[src/rtl/dibit_pixel_deserializer_pkg.sv]
// Shared frame-streaming format definitions.
// Used by both the transmitter and this receiver so both ends agree on the
// packet layout: a 3-byte start address followed by a run of pixel bytes,
// each byte carried as 4 dibits.
package dibit_pixel_deserializer_pkg;

  localparam int unsigned FramePixels     = 76800;
  localparam int unsigned PixelsPerPacket = 320;
  localparam int unsigned AddrBytes       = 3;
  localparam int unsigned DibitsPerByte   = 4;
  localparam int unsigned AddrDibits      = AddrBytes * DibitsPerByte;

  typedef enum logic [1:0] {
    StIdle,
    StAddr,
    StPixel,
    StSkip
  } state_e;

endpackage

[src/rtl/dibit_pixel_deserializer_if.sv]
// Stream-in / frame-buffer-write bundle for the dibit pixel deserializer.
// master: drives the dibit stream and observes writes/status (stream source side).
// slave : consumes the dibit stream and drives the frame-buffer write port.
//   axiiv/axiid             dibit valid and data
//   wr_en/wr_addr/wr_data   frame-buffer write port
//   packet_done/packet_err  one-cycle packet status pulses
//   busy                    receiver is mid-packet (address or pixel phase)
interface dibit_pixel_deserializer_if #(
  parameter int unsigned ADDR_W = 17
);
  logic              axiiv;
  logic [1:0]        axiid;
  logic              wr_en;
  logic [ADDR_W-1:0] wr_addr;
  logic [7:0]        wr_data;
  logic              packet_done;
  logic              packet_err;
  logic              busy;

  modport master (
    output axiiv, axiid,
    input  wr_en, wr_addr, wr_data, packet_done, packet_err, busy
  );

  modport slave (
    input  axiiv, axiid,
    output wr_en, wr_addr, wr_data, packet_done, packet_err, busy
  );
endinterface

[src/rtl/dibit_pixel_deserializer_byte_assembler.sv]
// Collects four dibits, LSB pair first, into one byte.
//   clk, rst      clock and synchronous active-high reset
//   i_valid       a dibit is present this cycle
//   i_clear       drop any partial byte and restart at position 0
//   i_dibit       incoming dibit
//   o_byte        assembled byte (valid only with o_byte_valid)
//   o_byte_valid  high combinationally on the 4th dibit of a byte
module dibit_pixel_deserializer_byte_assembler (
  input  logic       clk,
  input  logic       rst,
  input  logic       i_valid,
  input  logic       i_clear,
  input  logic [1:0] i_dibit,
  output logic [7:0] o_byte,
  output logic       o_byte_valid
);

  logic [1:0] r_pos;
  logic [5:0] r_shift;

  // New dibits enter at the top so the first one ends up in bits [1:0].
  always_ff @(posedge clk) begin
    if (rst || i_clear) begin
      r_pos   <= 2'd0;
      r_shift <= 6'd0;
    end else if (i_valid) begin
      r_pos   <= r_pos + 2'd1;
      r_shift <= {i_dibit, r_shift[5:2]};
    end
  end

  assign o_byte       = {i_dibit, r_shift};
  assign o_byte_valid = i_valid && !i_clear && (r_pos == 2'd3);

endmodule

[src/rtl/dibit_pixel_deserializer.sv]
// Receive-side frame-stream deserializer.
// Recovers a 24-bit start address and PIXELS_PER_PACKET pixel bytes from a
// 2-bit-per-cycle stream and issues one frame-buffer write per pixel.
//   clk, rst  clock and synchronous active-high reset
//   bus       slave side of dibit_pixel_deserializer_if (stream in, writes out)
module dibit_pixel_deserializer
  import dibit_pixel_deserializer_pkg::*;
#(
  parameter int unsigned PIXELS_PER_PACKET = PixelsPerPacket,
  parameter int unsigned FRAME_PIXELS      = FramePixels,
  parameter int unsigned ADDR_W            = 17
) (
  input logic                      clk,
  input logic                      rst,
  dibit_pixel_deserializer_if.slave bus
);

  localparam int unsigned PixCntW = $clog2(PIXELS_PER_PACKET + 1);

  state_e              r_state;
  logic [3:0]          r_addr_dibit_cnt;
  logic [15:0]         r_addr_hi;
  logic [PixCntW-1:0]  r_pix_cnt;
  logic [ADDR_W-1:0]   r_pix_addr;
  logic                r_wr_en;
  logic [ADDR_W-1:0]   r_wr_addr;
  logic [7:0]          r_wr_data;
  logic                r_packet_done;
  logic                r_packet_err;

  logic [7:0]          w_byte;
  logic                w_byte_valid;
  logic                w_asm_valid;
  logic                w_asm_clear;
  logic [31:0]         w_addr_full;
  logic                w_addr_ok;
  logic [ADDR_W-1:0]   w_pix_addr_next;

  // The SKIP phase and any idle cycle must leave the assembler at position 0.
  assign w_asm_valid = bus.axiiv && (r_state != StSkip);
  assign w_asm_clear = !bus.axiiv || (r_state == StSkip);

  dibit_pixel_deserializer_byte_assembler u_byte_asm (
    .clk          (clk),
    .rst          (rst),
    .i_valid      (w_asm_valid),
    .i_clear      (w_asm_clear),
    .i_dibit      (bus.axiid),
    .o_byte       (w_byte),
    .o_byte_valid (w_byte_valid)
  );

  // Address bytes arrive MSB first; the third byte is still on the assembler output.
  assign w_addr_full     = {8'd0, r_addr_hi, w_byte};
  assign w_addr_ok       = w_addr_full < FRAME_PIXELS;
  assign w_pix_addr_next = (r_pix_addr == ADDR_W'(FRAME_PIXELS - 1)) ? '0
                                                                     : r_pix_addr + ADDR_W'(1);

  always_ff @(posedge clk) begin
    if (rst) begin
      r_state          <= StIdle;
      r_addr_dibit_cnt <= 4'd0;
      r_addr_hi        <= 16'd0;
      r_pix_cnt        <= '0;
      r_pix_addr       <= '0;
      r_wr_en          <= 1'b0;
      r_wr_addr        <= '0;
      r_wr_data        <= 8'd0;
      r_packet_done    <= 1'b0;
      r_packet_err     <= 1'b0;
    end else begin
      r_wr_en       <= 1'b0;
      r_packet_done <= 1'b0;
      r_packet_err  <= 1'b0;
      unique case (r_state)
        StIdle: begin
          // The first valid cycle is already address dibit 0.
          if (bus.axiiv) begin
            r_state          <= StAddr;
            r_addr_dibit_cnt <= 4'd1;
          end
        end
        StAddr: begin
          if (!bus.axiiv) begin
            r_packet_err     <= 1'b1;
            r_addr_dibit_cnt <= 4'd0;
            r_state          <= StIdle;
          end else begin
            r_addr_dibit_cnt <= r_addr_dibit_cnt + 4'd1;
            if (w_byte_valid) r_addr_hi <= {r_addr_hi[7:0], w_byte};
            if (r_addr_dibit_cnt == 4'(AddrDibits - 1)) begin
              r_addr_dibit_cnt <= 4'd0;
              if (w_addr_ok) begin
                r_pix_addr <= w_addr_full[ADDR_W-1:0];
                r_pix_cnt  <= '0;
                r_state    <= StPixel;
              end else begin
                r_packet_err <= 1'b1;
                r_state      <= StSkip;
              end
            end
          end
        end
        StPixel: begin
          if (!bus.axiiv) begin
            r_packet_err <= 1'b1;
            r_state      <= StIdle;
          end else if (w_byte_valid) begin
            r_wr_en    <= 1'b1;
            r_wr_addr  <= r_pix_addr;
            r_wr_data  <= w_byte;
            r_pix_addr <= w_pix_addr_next;
            r_pix_cnt  <= r_pix_cnt + PixCntW'(1);
            if (r_pix_cnt == PixCntW'(PIXELS_PER_PACKET - 1)) begin
              r_packet_done <= 1'b1;
              r_state       <= StSkip;
            end
          end
        end
        StSkip: begin
          if (!bus.axiiv) r_state <= StIdle;
        end
        default: r_state <= StIdle;
      endcase
    end
  end

  assign bus.wr_en       = r_wr_en;
  assign bus.wr_addr     = r_wr_addr;
  assign bus.wr_data     = r_wr_data;
  assign bus.packet_done = r_packet_done;
  assign bus.packet_err  = r_packet_err;
  assign bus.busy        = (r_state == StAddr) || (r_state == StPixel);

endmodule

[src/flat_wrapper.sv]
// flat-port wrapper written by rule: the top's interface ports become plain ports
module dibit_pixel_deserializer_flat import dibit_pixel_deserializer_pkg::*;
#(
  parameter int unsigned PIXELS_PER_PACKET = PixelsPerPacket,
  parameter int unsigned FRAME_PIXELS      = FramePixels,
  parameter int unsigned ADDR_W            = 17
)
  (clk, rst, bus_axiiv, bus_axiid, bus_wr_en, bus_wr_addr, bus_wr_data, bus_packet_done, bus_packet_err, bus_busy);
  dibit_pixel_deserializer_if #(.ADDR_W(ADDR_W)) bus_i ();
  input logic clk;
  input logic rst;
  input wire logic [$bits(bus_i.axiiv)-1:0] bus_axiiv;
  input wire logic [$bits(bus_i.axiid)-1:0] bus_axiid;
  output wire logic [$bits(bus_i.wr_en)-1:0] bus_wr_en;
  output wire logic [$bits(bus_i.wr_addr)-1:0] bus_wr_addr;
  output wire logic [$bits(bus_i.wr_data)-1:0] bus_wr_data;
  output wire logic [$bits(bus_i.packet_done)-1:0] bus_packet_done;
  output wire logic [$bits(bus_i.packet_err)-1:0] bus_packet_err;
  output wire logic [$bits(bus_i.busy)-1:0] bus_busy;
  assign bus_i.axiiv = bus_axiiv;
  assign bus_i.axiid = bus_axiid;
  assign bus_wr_en = bus_i.wr_en;
  assign bus_wr_addr = bus_i.wr_addr;
  assign bus_wr_data = bus_i.wr_data;
  assign bus_packet_done = bus_i.packet_done;
  assign bus_packet_err = bus_i.packet_err;
  assign bus_busy = bus_i.busy;
  dibit_pixel_deserializer #(.PIXELS_PER_PACKET(PIXELS_PER_PACKET), .FRAME_PIXELS(FRAME_PIXELS), .ADDR_W(ADDR_W)) u_core (.clk(clk), .rst(rst), .bus(bus_i));
endmodule
[config.mk]
export PLATFORM = sky130hd
export DESIGN_NAME = dibit_pixel_deserializer_flat
export DESIGN_NICKNAME = d
export VERILOG_FILES = /design/src/rtl/dibit_pixel_deserializer_pkg.sv /design/src/rtl/dibit_pixel_deserializer_if.sv /design/src/rtl/dibit_pixel_deserializer_byte_assembler.sv /design/src/rtl/dibit_pixel_deserializer.sv /design/src/flat_wrapper.sv
export SDC_FILE = /design/constraint.sdc
export NUM_CORES = 1
export LEC_CHECK = 0
export ABC_AREA = 1
export ABC_CLOCK_PERIOD_IN_PS = 4500
export BUFFER_PORTS_ARGS = -buffer_cell sky130_fd_sc_hd__buf_4
export CORE_MARGIN = 1
export CORE_UTILIZATION = 30
export CTS_BUF_LIST = sky130_fd_sc_hd__clkbuf_8
export CTS_CLUSTER_SIZE = 16
export DETAILED_ROUTE_END_ITERATION = 12
export PLACE_DENSITY = 0.42
export SLEW_MARGIN = 20
export SYNTH_ARGS = -nofsm -noshare
export SYNTH_HDL_FRONTEND = slang
export SYNTH_SLANG_ARGS = --single-unit
[constraint.sdc]
create_clock -name clk -period 4.5 [get_ports clk]
set_input_delay 0.45 -clock clk [delete_from_list [all_inputs] [get_ports clk]]
set_output_delay 0.45 -clock clk [all_outputs]
set_load 0.005 [all_outputs]
======== Word-level counts from Yosys, hierarchy flattened ========
Index checks and enable logic that the tools add are counted.
word-level totals
  output and inout bits ................... 29
  register bits ........................... 84
cells by class
  bitwise gates (word level) .............. 3
  equality and inequality tests ........... 18
  add/sub/neg operators ................... 4
  reduce and logical (&&, ||, !) cells .... 18
  magnitude comparators ................... 1
  mux-type cells .......................... 33
operator list
  kind                     number
  $mux W17                 6
  $mux W9                  5
  $pmux W17 S2             1
  $lt A24 B17 Y1 const B   1
  $pmux W9 S2              1
  $add A17 B1 Y17 const B  1
  $eq A17 B17 Y1 const B   1
  $mux W2                  7
  $mux W4                  3
  $ne A2 B2 Y1 const B     6
  $add A9 B1 Y9 const B    1
  $eq A9 B9 Y1 const B     1
  $pmux W2 S4              1
  $pmux W4 S2              1
  $mux W1                  7
  $eq A2 B2 Y1 const B     3
  $ne A3 B2 Y1 const B     2
  $reduce_and A3 Y1        2
  $reduce_and A6 Y1        1
  $reduce_and A5 Y1        1
  $add A4 B1 Y4 const B    1
  $eq A4 B4 Y1 const B     1
  $ne A2 B1 Y1 const B     2
  $reduce_bool A2 Y1       2
  12 further kinds         19

======== Logic depth before layout (Yosys ltp) ========
Gate-level depths: netlist (run 1).
  depth in word-level cells ............... 8
  gate-level depth with buffers ........... 12
  depth with buffers taken out ............ 11

======== Cells and area by module ========
From an unflattened synthesis (run 1), not the netlist that was laid out.
second synthesis, totals
  cell total of the unflattened synthesis .. 643
  area total of the unflattened synthesis .. 4220.3 µm²
modules (own cells, without submodules)
  module                                   area each (µm²)  instances  cells an instance
  dibit_pixel_deserializer                 3839.9           1          588
  dibit_pixel_deserializer_byte_assembler  380.4            1          55

======== Least setup slack after synthesis (run 1) ========
OpenSTA, ideal clock, no wires.
  path type ............................... register to register
  start point ............................. register u_core.r_state[0]
  end point ............................... register u_core.r_pix_addr[8]
  stages on the path, launching flop included .. 12
  period minus slack after synthesis ...... 1.786 ns
  buffers on the path ..................... 3
  path slack .............................. 2.714 ns
  library setup time ...................... 0.113 ns
  data arrival time ....................... 1.673 ns
  data required time ...................... 4.387 ns
  path through ............................ dfxtp_1 -> inv_1 -> ha_1 -> buf_2 -> o21ai_0 -> nand2_1 -> a21oi_4 -> nand2_1 -> buf_4 -> buf_6 -> nor2_1 -> nor2_1
between the ends
  longest elaborated chain between the ends .. 7
  elaborated cells between the ends (all ways) .. 17
  classes of those cells .................. eq/ne: 9; mux: 1; reduce/logical: 7
RTL lines
  item                              line                                           RTL
  from (decl)                       dibit_pixel_deserializer.sv:20                 state_e r_state;
  from (signal assigned)            dibit_pixel_deserializer.sv:61                 r_state <= StIdle;
  from (signal assigned)            dibit_pixel_deserializer.sv:79                 r_state <= StAddr;
  from (signal assigned)            dibit_pixel_deserializer.sv:87                 r_state <= StIdle;
  $eq A2 B2 Y1                      dibit_pixel_deserializer.sv:41                 assign w_asm_clear = !bus.axiiv || (r_state == StSkip);
  $logic_or A1 B1 Y1                dibit_pixel_deserializer.sv:41
  $logic_not A1 Y1                  dibit_pixel_deserializer_byte_assembler.sv:33  assign o_byte_valid = i_valid && !i_clear && (r_pos == 2'd3);
  $logic_and A1 B1 Y1 (2 in a row)  dibit_pixel_deserializer_byte_assembler.sv:33
  $ne A2 B2 Y1 (no line)            -
  $reduce_and A6 Y1 (no line)       -
  to (signal assigned)              dibit_pixel_deserializer.sv:94                 r_pix_addr <= w_addr_full[ADDR_W-1:0];
  to (signal assigned)              dibit_pixel_deserializer.sv:112                r_pix_addr <= w_pix_addr_next;
  to (decl)                         dibit_pixel_deserializer.sv:24                 logic [ADDR_W-1:0] r_pix_addr;
Parallel ways exist; a longest one is shown, timed or not.
A chain may end at the register's enable or synchronous reset.

======== Worst setup path after layout (run 1) ========
  start point ............................. register u_core.r_state[0]
  end point ............................... register u_core.r_pix_addr[9]
Same word-level chain as after synthesis.

==> metrics.csv, run 1 <==
stage;metric;value;unit
clock_tree;cts_inserted_buffers;9;
layout;multi_input_area;2110;sq um
detailed_routing;ant_nets;0;
layout;fill_cells;1523;
grt;grt_pass1_vias;3829;
grt;antenna_found_initial;0;
detailed_routing;wl_per_cell;13.4;um
worst_setup_path;cp_max_fo;42;
synthesis;synth_area_leaders;dfxtp_1 40%, nand2_1 18%, nand3_1 8.6%;
place;place_congestion;0.817;
synthesis;synth.area.mux_share;0;
run_status;status;complete, no violations;
sta;rsz0062_at_grt;no;
min_path;hp-start;bus_axiid[1];
worst_setup_path;endpoint_kind;register;
synthesis;syn_nets;665;
sta;period_share;0.631;
clock_tree;tritoncts;done;
sta;min_period;2.84;ns
floorplanning;die_y;120;um
worst_setup_path;path_cells;inv_1, ha_1, buf_4, clkinv_1, buf_4, nand2_1, a21oi_4, nand2_1, buf_4, nand2_1, nand2_1, nor2_1;
detailed_routing;drtIter0Drc;161;
synthesis;yosysWarningCount;0;
grt;gr-usage-met2;0.269;
clock_tree;cts_setup_buffers;0;
worst_setup_path;crit_family;buffers and inverters;
clock_tree;clock_sinks;84;
clock_tree;clk_latency;0.38;ns
synthesis;netlist_area;4190;sq um
synthesis;synth_top_area_share;0.401;
floorplanning;die_w;120;um
clock_tree;cts_hold_buf;0;
floorplanning;core;13500;sq um
sta;max_slew_margin;0.525;
synthesis;synth_seq_cells;84;
worst_setup_path;critical_path.max_stage_delay;0.40;ns
place;place_area;4560;sq um
worst_setup_path;cp.required;4.82;ns
synthesis;synth.avg_cell_area;6.42;sq um
detailed_routing;drc;0;
worst_setup_path;rr_worst_depth;12;
synthesis;synth_edf_count;0;
floorplanning;dieArea;14400;sq um
grt;grt_max_degree;49;
grt;use_met3;0.0290;
layout;n_antenna_cell;0;
sta;fmax;0.352;GHz
worst_setup_path;r2r_slack;1.66;ns
synthesis;synth_largest_area_cell;dfxtp_1;
clock_tree;cts_max_level;3;
sta;fin_setup_tns;0;ns
synthesis;synth_top_family_by_area;simple AND/OR/NAND/NOR gates;
synthesis;ys_types;26;
synthesis;synthAdderAreaFrac;0.0239;
grt;grt_pass1_wl;19200;um
min_path;whs_endpoint;u_core.u_byte_asm.r_shift[5];
worst_setup_path;crit_slowest_cell;a21oi_4;
detailed_routing;via_per_inst;4.66;
clock_tree;clock_path_buffers;2;
detailed_routing;wl;11400;um
place;portBuffers;33;
power_and_ir_drop;power_per_cell_area;319;nW/um^2
layout;area_growth;13.2;%
synthesis;synth-seq-area-share;0.401;
floorplanning;pin_count;34;
sta;fin_skew;0.00798;ns
worst_setup_path;worstSetupPathType;register to register;
min_path;worstHoldPathCells;3;
worst_setup_path;start_kind;register;
run;drv_cap;0;
clock_tree;cts.repair.resized;0;
layout;drive_above_1_share;0.0889;
sta;setup_viol;0;
clock_tree;clock-root-buffer;clkbuf_8;
grt;busiest_layer;met2;
clock_tree;cts.reportedPaths.clkPinSlew;0.09;ns
layout;final_core_util;0.353;
worst_setup_path;r2r_end;u_core.r_pix_addr[9];
synthesis;synth_flop_cell;dfxtp_1;
floorplanning;start_util;0.311;
synthesis;async_flop_share;0;
sta;slew_violations;0;
synthesis;synth_compound_area_frac;0.101;
synthesis;synth_simple_gate_area_frac;0.370;
worst_setup_path;crit_top_cell;nand2_1;
sta;worstMarginPinSlew;0.710;ns
detailed_routing;vias;3965;
worst_setup_path;path_buf_inv;5;
synthesis;synth_cells;652;
layout;final_area;4740;sq um
worst_setup_path;r2r_start;u_core.r_state[0];
worst_setup_path;cp.arrival;3.15;ns
power_and_ir_drop;peakVddDrop;0.0980;mV
layout;register_area;1680;sq um
grt;grt_use_met1;0.230;
place;hpwl;7980;um
power_and_ir_drop;power_leakage;1.97;nW
detailed_routing;drtPass1Iterations;4;
synthesis;synth_xor_area_frac;0.00836;
grt;track_usage;0.172;
floorplanning;rows;42;
layout;nets;683;
sta;hold_violations;0;
min_path;hold_class;primary input to register;
grt;grt.overflow.total;0;
-- cells in the final DEF (no fill, tap or decap), drive strengths merged --
| cell type | n |
|---|---|
| ha | 8 |
| o22ai | 1 |
| nor3 | 3 |
| xnor2 | 1 |
| or2 | 1 |
| clkinvlp | 3 |
| dfxtp | 84 |
| o221a | 1 |
| clkinv | 4 |
| clkbuf | 11 |
| nand4 | 10 |
| o21ai | 18 |
| inv | 67 |
| a21oi | 61 |
| nor3b | 1 |
| buf | 38 |
| nand3 | 72 |
| xor2 | 3 |
| nand2 | 198 |
| nor2 | 90 |
-- power by group --
group / total, mW / switching, mW / internal [mW]
combinational: 0.181 / 0.122 / 0.0584
clock: 0.527 / 0.297 / 0.231
sequential: 0.808 / 0.0394 / 0.768
total: 1.52 / 0.458 / 1.06
-- worst max-delay path by stage --
stage	start	end	slack, ns	cells after the start
after floorplan	u_core.r_state[0]	u_core.r_pix_addr[8]	2.71	11
after global placement	u_core.r_state[0]	u_core.r_pix_addr[10]	1.83	12
after detailed placement	u_core.r_state[0]	u_core.r_pix_addr[9]	1.69	12
after CTS	u_core.r_state[0]	u_core.r_pix_addr[9]	1.67	12
after global routing	u_core.r_state[0]	u_core.r_pix_addr[9]	1.37	12
final	u_core.r_state[0]	u_core.r_pix_addr[9]	1.66	12
-- Yosys cell counts, types with 2 or more instances --
master	number
a21oi_1	60
buf_2	3
buf_6	2
clkbuf_1	24
clkinv_1	2
dfxtp_1	84
ha_1	8
inv_1	67
nand2_1	196
nand3_1	72
nand4_1	10
nor2_1	89
nor3_1	3
o21ai_0	18
xor2_1	3
-- logic make-up after synthesis --
family / count (synthesis)
AO/OA/AOI/OAI: 81
adder cells (fa/ha/maj): 8
XOR/XNOR: 4
buffers and inverters: 100
flip-flops: 84
AND/OR/NAND/NOR: 375
-- sequential cells by signal (all words and copies together), names as in the netlist --
register	count
u_core.r_pix_cnt	9
u_core.bus.wr_en	1
u_core.r_pix_addr	17
u_core.u_byte_asm.r_pos	2
u_core.bus.wr_addr	17
u_core.r_state	2
u_core.r_addr_dibit_cnt	4
u_core.bus.packet_done	1
u_core.r_addr_hi	16
u_core.u_byte_asm.r_shift	6
u_core.bus.packet_err	1
u_core.bus.wr_data	8
-- worst min-delay path, delay by kind of cell --
family / cells / cell delay, ns
buffers and inverters: 2 / 0.18
and+or+nand+nor: 1 / 0.03
-- area by class of cell --
class / count / area share
multi-input cells: 468 / 0.445
repair buffers: 38 / 0.0601
clock buffers: 11 / 0.0319
well taps: 176 / 0.0464
clock inverters: 5 / 0.00765
inverters: 69 / 0.0546
flip-flops and latches: 84 / 0.355
-- per-layer routing --
layer	part of all wire	vias up	wire length [um]
met3	0.032	18	363
met2	0.43	64	4920
met5	0	-	0
met4	0.021	0	242
met1	0.51	1789	5840
li1	-	2094	-
-- through the flow --
stage          power, mW  hold slack [ns]  cells  setup slack, ns
2_1_floorplan      0.959            0.399    652             2.71
3_3_place_gp        1.00            0.407    835             1.83
3_5_place_dp        1.01            0.412    835             1.69
4_1_cts             1.54            0.306    851             1.67
5_1_grt             1.61            0.300    851             1.37
6_report            1.52            0.327    851             1.66
(Power assumes the default switching activity.)
==> run 2: changes to the inputs <==
--- a/config.mk
+++ b/config.mk
@@ -6,14 +6,14 @@
 export NUM_CORES = 1
 export LEC_CHECK = 0
 export ABC_AREA = 1
-export ABC_CLOCK_PERIOD_IN_PS = 4500
+export ABC_CLOCK_PERIOD_IN_PS = 2600
 export BUFFER_PORTS_ARGS = -buffer_cell sky130_fd_sc_hd__buf_4
 export CORE_MARGIN = 1
 export CORE_UTILIZATION = 30
 export CTS_BUF_LIST = sky130_fd_sc_hd__clkbuf_8
 export CTS_CLUSTER_SIZE = 16
 export DETAILED_ROUTE_END_ITERATION = 12
-export PLACE_DENSITY = 0.42
+export PLACE_DENSITY = 0.43
 export SLEW_MARGIN = 20
 export SYNTH_ARGS = -nofsm -noshare
 export SYNTH_HDL_FRONTEND = slang
==> constraint.sdc (replaced) <==
create_clock -name clk -period 2.6 [get_ports clk]
set_input_delay 0.26 -clock clk [delete_from_list [all_inputs] [get_ports clk]]
set_output_delay 0.26 -clock clk [all_outputs]
set_load 0.005 [all_outputs]
==> metrics.csv, run 2 (synthesis results as in run 1) <==
stage;metric;value;unit
run_status;status;complete, no violations;
clock_tree;clock_sinks;84;
clock_tree;cts.reportedPaths.clkPinSlew;0.09;ns
detailed_routing;wl_per_cell;13.2;um
detailed_routing;drtPass1Iterations;4;
sta;max_slew_margin;0.645;
sta;rsz0062_at_grt;no;
floorplanning;dieArea;14400;sq um
layout;n_antenna_cell;0;
sta;setup_viol;0;
worst_setup_path;cp.required;2.91;ns
worst_setup_path;crit_slowest_cell;dfxtp_1;
layout;layout_commonest_cell;nand2_1;
clock_tree;cts_hold_buf;0;
worst_setup_path;cp.arrival;2.34;ns
floorplanning;die_y;120;um
worst_setup_path;r2r_end;u_core.r_pix_addr[10];
grt;grt_pass1_vias;3672;
sta;hold_violations;0;
worst_setup_path;rr_worst_depth;11;
floorplanning;start_util;0.311;
layout;nets;689;
run;drv_cap;0;
layout;area_growth;14.6;%
layout;mostFrequentLayoutCells;196 x nand2_1, 89 x nor2_1, 84 x dfxtp_1;
worst_setup_path;endpoint_kind;register;
worst_setup_path;critical_path.max_stage_delay;0.37;ns
clock_tree;cts_max_level;3;
grt;track_usage;0.167;
floorplanning;die_w;120;um
clock_tree;cts_setup_buffers;0;
power_and_ir_drop;power_per_cell_area;563;nW/um^2
worst_setup_path;cp_max_fo;38;
place;placed_cells;841;
worst_setup_path;crit_family;buffers and inverters;
detailed_routing;wl;11300;um
worst_setup_path;path_cells;inv_1, ha_1, buf_4, o21ai_0, nand2_1, a21oi_4, nand2_1, buf_4, nand2_1, nand2_1, nor2_1;
grt;grt_pass1_wl;18700;um
worst_setup_path;path_buf_inv;3;
floorplanning;rows;42;
sta;worstMarginPinSlew;0.532;ns
worst_setup_path;worstSetupPathType;register to register;
clock_tree;clk_latency;0.38;ns
floorplanning;pin_count;34;
sta;fin_skew;0.0113;ns
place;portBuffers;33;
worst_setup_path;critical_path_depth;11;
place;place_congestion;0.818;
detailed_routing;drtIter0Drc;209;
detailed_routing;vias;3921;
worst_setup_path;start_kind;register;
worst_setup_path;r2r_slack;0.57;ns
power_and_ir_drop;power_leakage;2.01;nW
place;hpwl;7790;um
grt;grt.overflow.total;0;
sta;slew_violations;0;
clock_tree;clock-root-buffer;clkbuf_8;
clock_tree;cts_inserted_buffers;9;
layout;layoutNonFillerInstCount;857;
worst_setup_path;r2r_start;u_core.r_state[0];
power_and_ir_drop;peakVddDrop;0.214;mV
grt;grt_max_degree;49;
clock_tree;clock_path_buffers;2;
worst_setup_path;critPathLaunch;u_core.r_state[0];
sta;fin_setup_tns;0;ns
clock_tree;cts.repair.resized;0;
sta;period_share;0.780;
min_path;hold_class;primary input to register;
worst_setup_path;crit_top_cell;nand2_1;
sta;min_period;2.03;ns
layout;drive_above_1_share;0.0969;
clock_tree;tritoncts;done;
worst_setup_path;critical_path.endpoint;u_core.r_pix_addr[10];
detailed_routing;drc;0;
floorplanning;core;13500;sq um
detailed_routing;via_per_inst;4.58;
sta;fmax;0.493;GHz
detailed_routing;ant_nets;0;
grt;antenna_found_initial;0;
-- run 2: where the power goes --
group / switching (mW) / total (mW) / internal, mW
clock network: 0.513 / 0.982 / 0.469
logic: 0.214 / 0.322 / 0.108
registers: 0.0686 / 1.40 / 1.33
-- run 2: metrics by stage --
stage          hold WS, ns  utilization  worst slack [ns]  area, sq um  power [mW]
2_1_floorplan        0.372            -             0.814         4190        1.66
3_3_place_gp         0.408        0.342             0.574         4600        1.75
3_5_place_dp         0.416        0.342             0.536         4600        1.75
4_1_cts              0.103        0.357             0.532         4800        2.74
5_1_grt              0.114        0.357             0.318         4800        2.85
6_report             0.127        0.357             0.571         4800        2.70
-- run 2: worst register-to-register path: cells and delay by family, from the launching register on --
family / cells / cell delay [ns]
and+or+nand+nor: 5 / 0.46
AOI/OAI and AO/OA: 2 / 0.38
adders and majority gates: 1 / 0.21
DFF: 1 / 0.37
buffers and inverters: 3 / 0.55
-- run 2: how the worst min path moves through the flow --
stage	from	endpoint	cells past startpoint
floorplan	bus_axiid[1]	u_core.u_byte_asm.r_shift[5]	2
global placement	u_core.u_byte_asm.r_pos[0]	u_core.u_byte_asm.r_pos[0]	1
detailed placement	u_core.u_byte_asm.r_pos[0]	u_core.u_byte_asm.r_pos[0]	1
CTS	bus_axiid[1]	u_core.u_byte_asm.r_shift[5]	3
global route	bus_axiid[1]	u_core.u_byte_asm.r_shift[5]	3
finish	bus_axiid[1]	u_core.u_byte_asm.r_shift[5]	3
-- run 2: final cells by class --
cell class                 instances  area (sq um)
clock buffer                      10           138
clock inverter                     6          61.3
fill                            1497          8650
inverter                          69           259
multi-input combinational        468          2110
sequential                        84          1680
tap                              176           220
timing repair buffer              44           330
-- run 2: layer usage --
metal / GRT usage / wire [um] / vias to the layer above / share of wire
li1: - / - / 2109 / -
met1: 0.233 / 6070 / 1731 / 0.54
met2: 0.253 / 4720 / 66 / 0.42
met3: 0.0252 / 326 / 15 / 0.029
met4: 0.0750 / 194 / 0 / 0.017
met5: 0 / 0 / - / 0
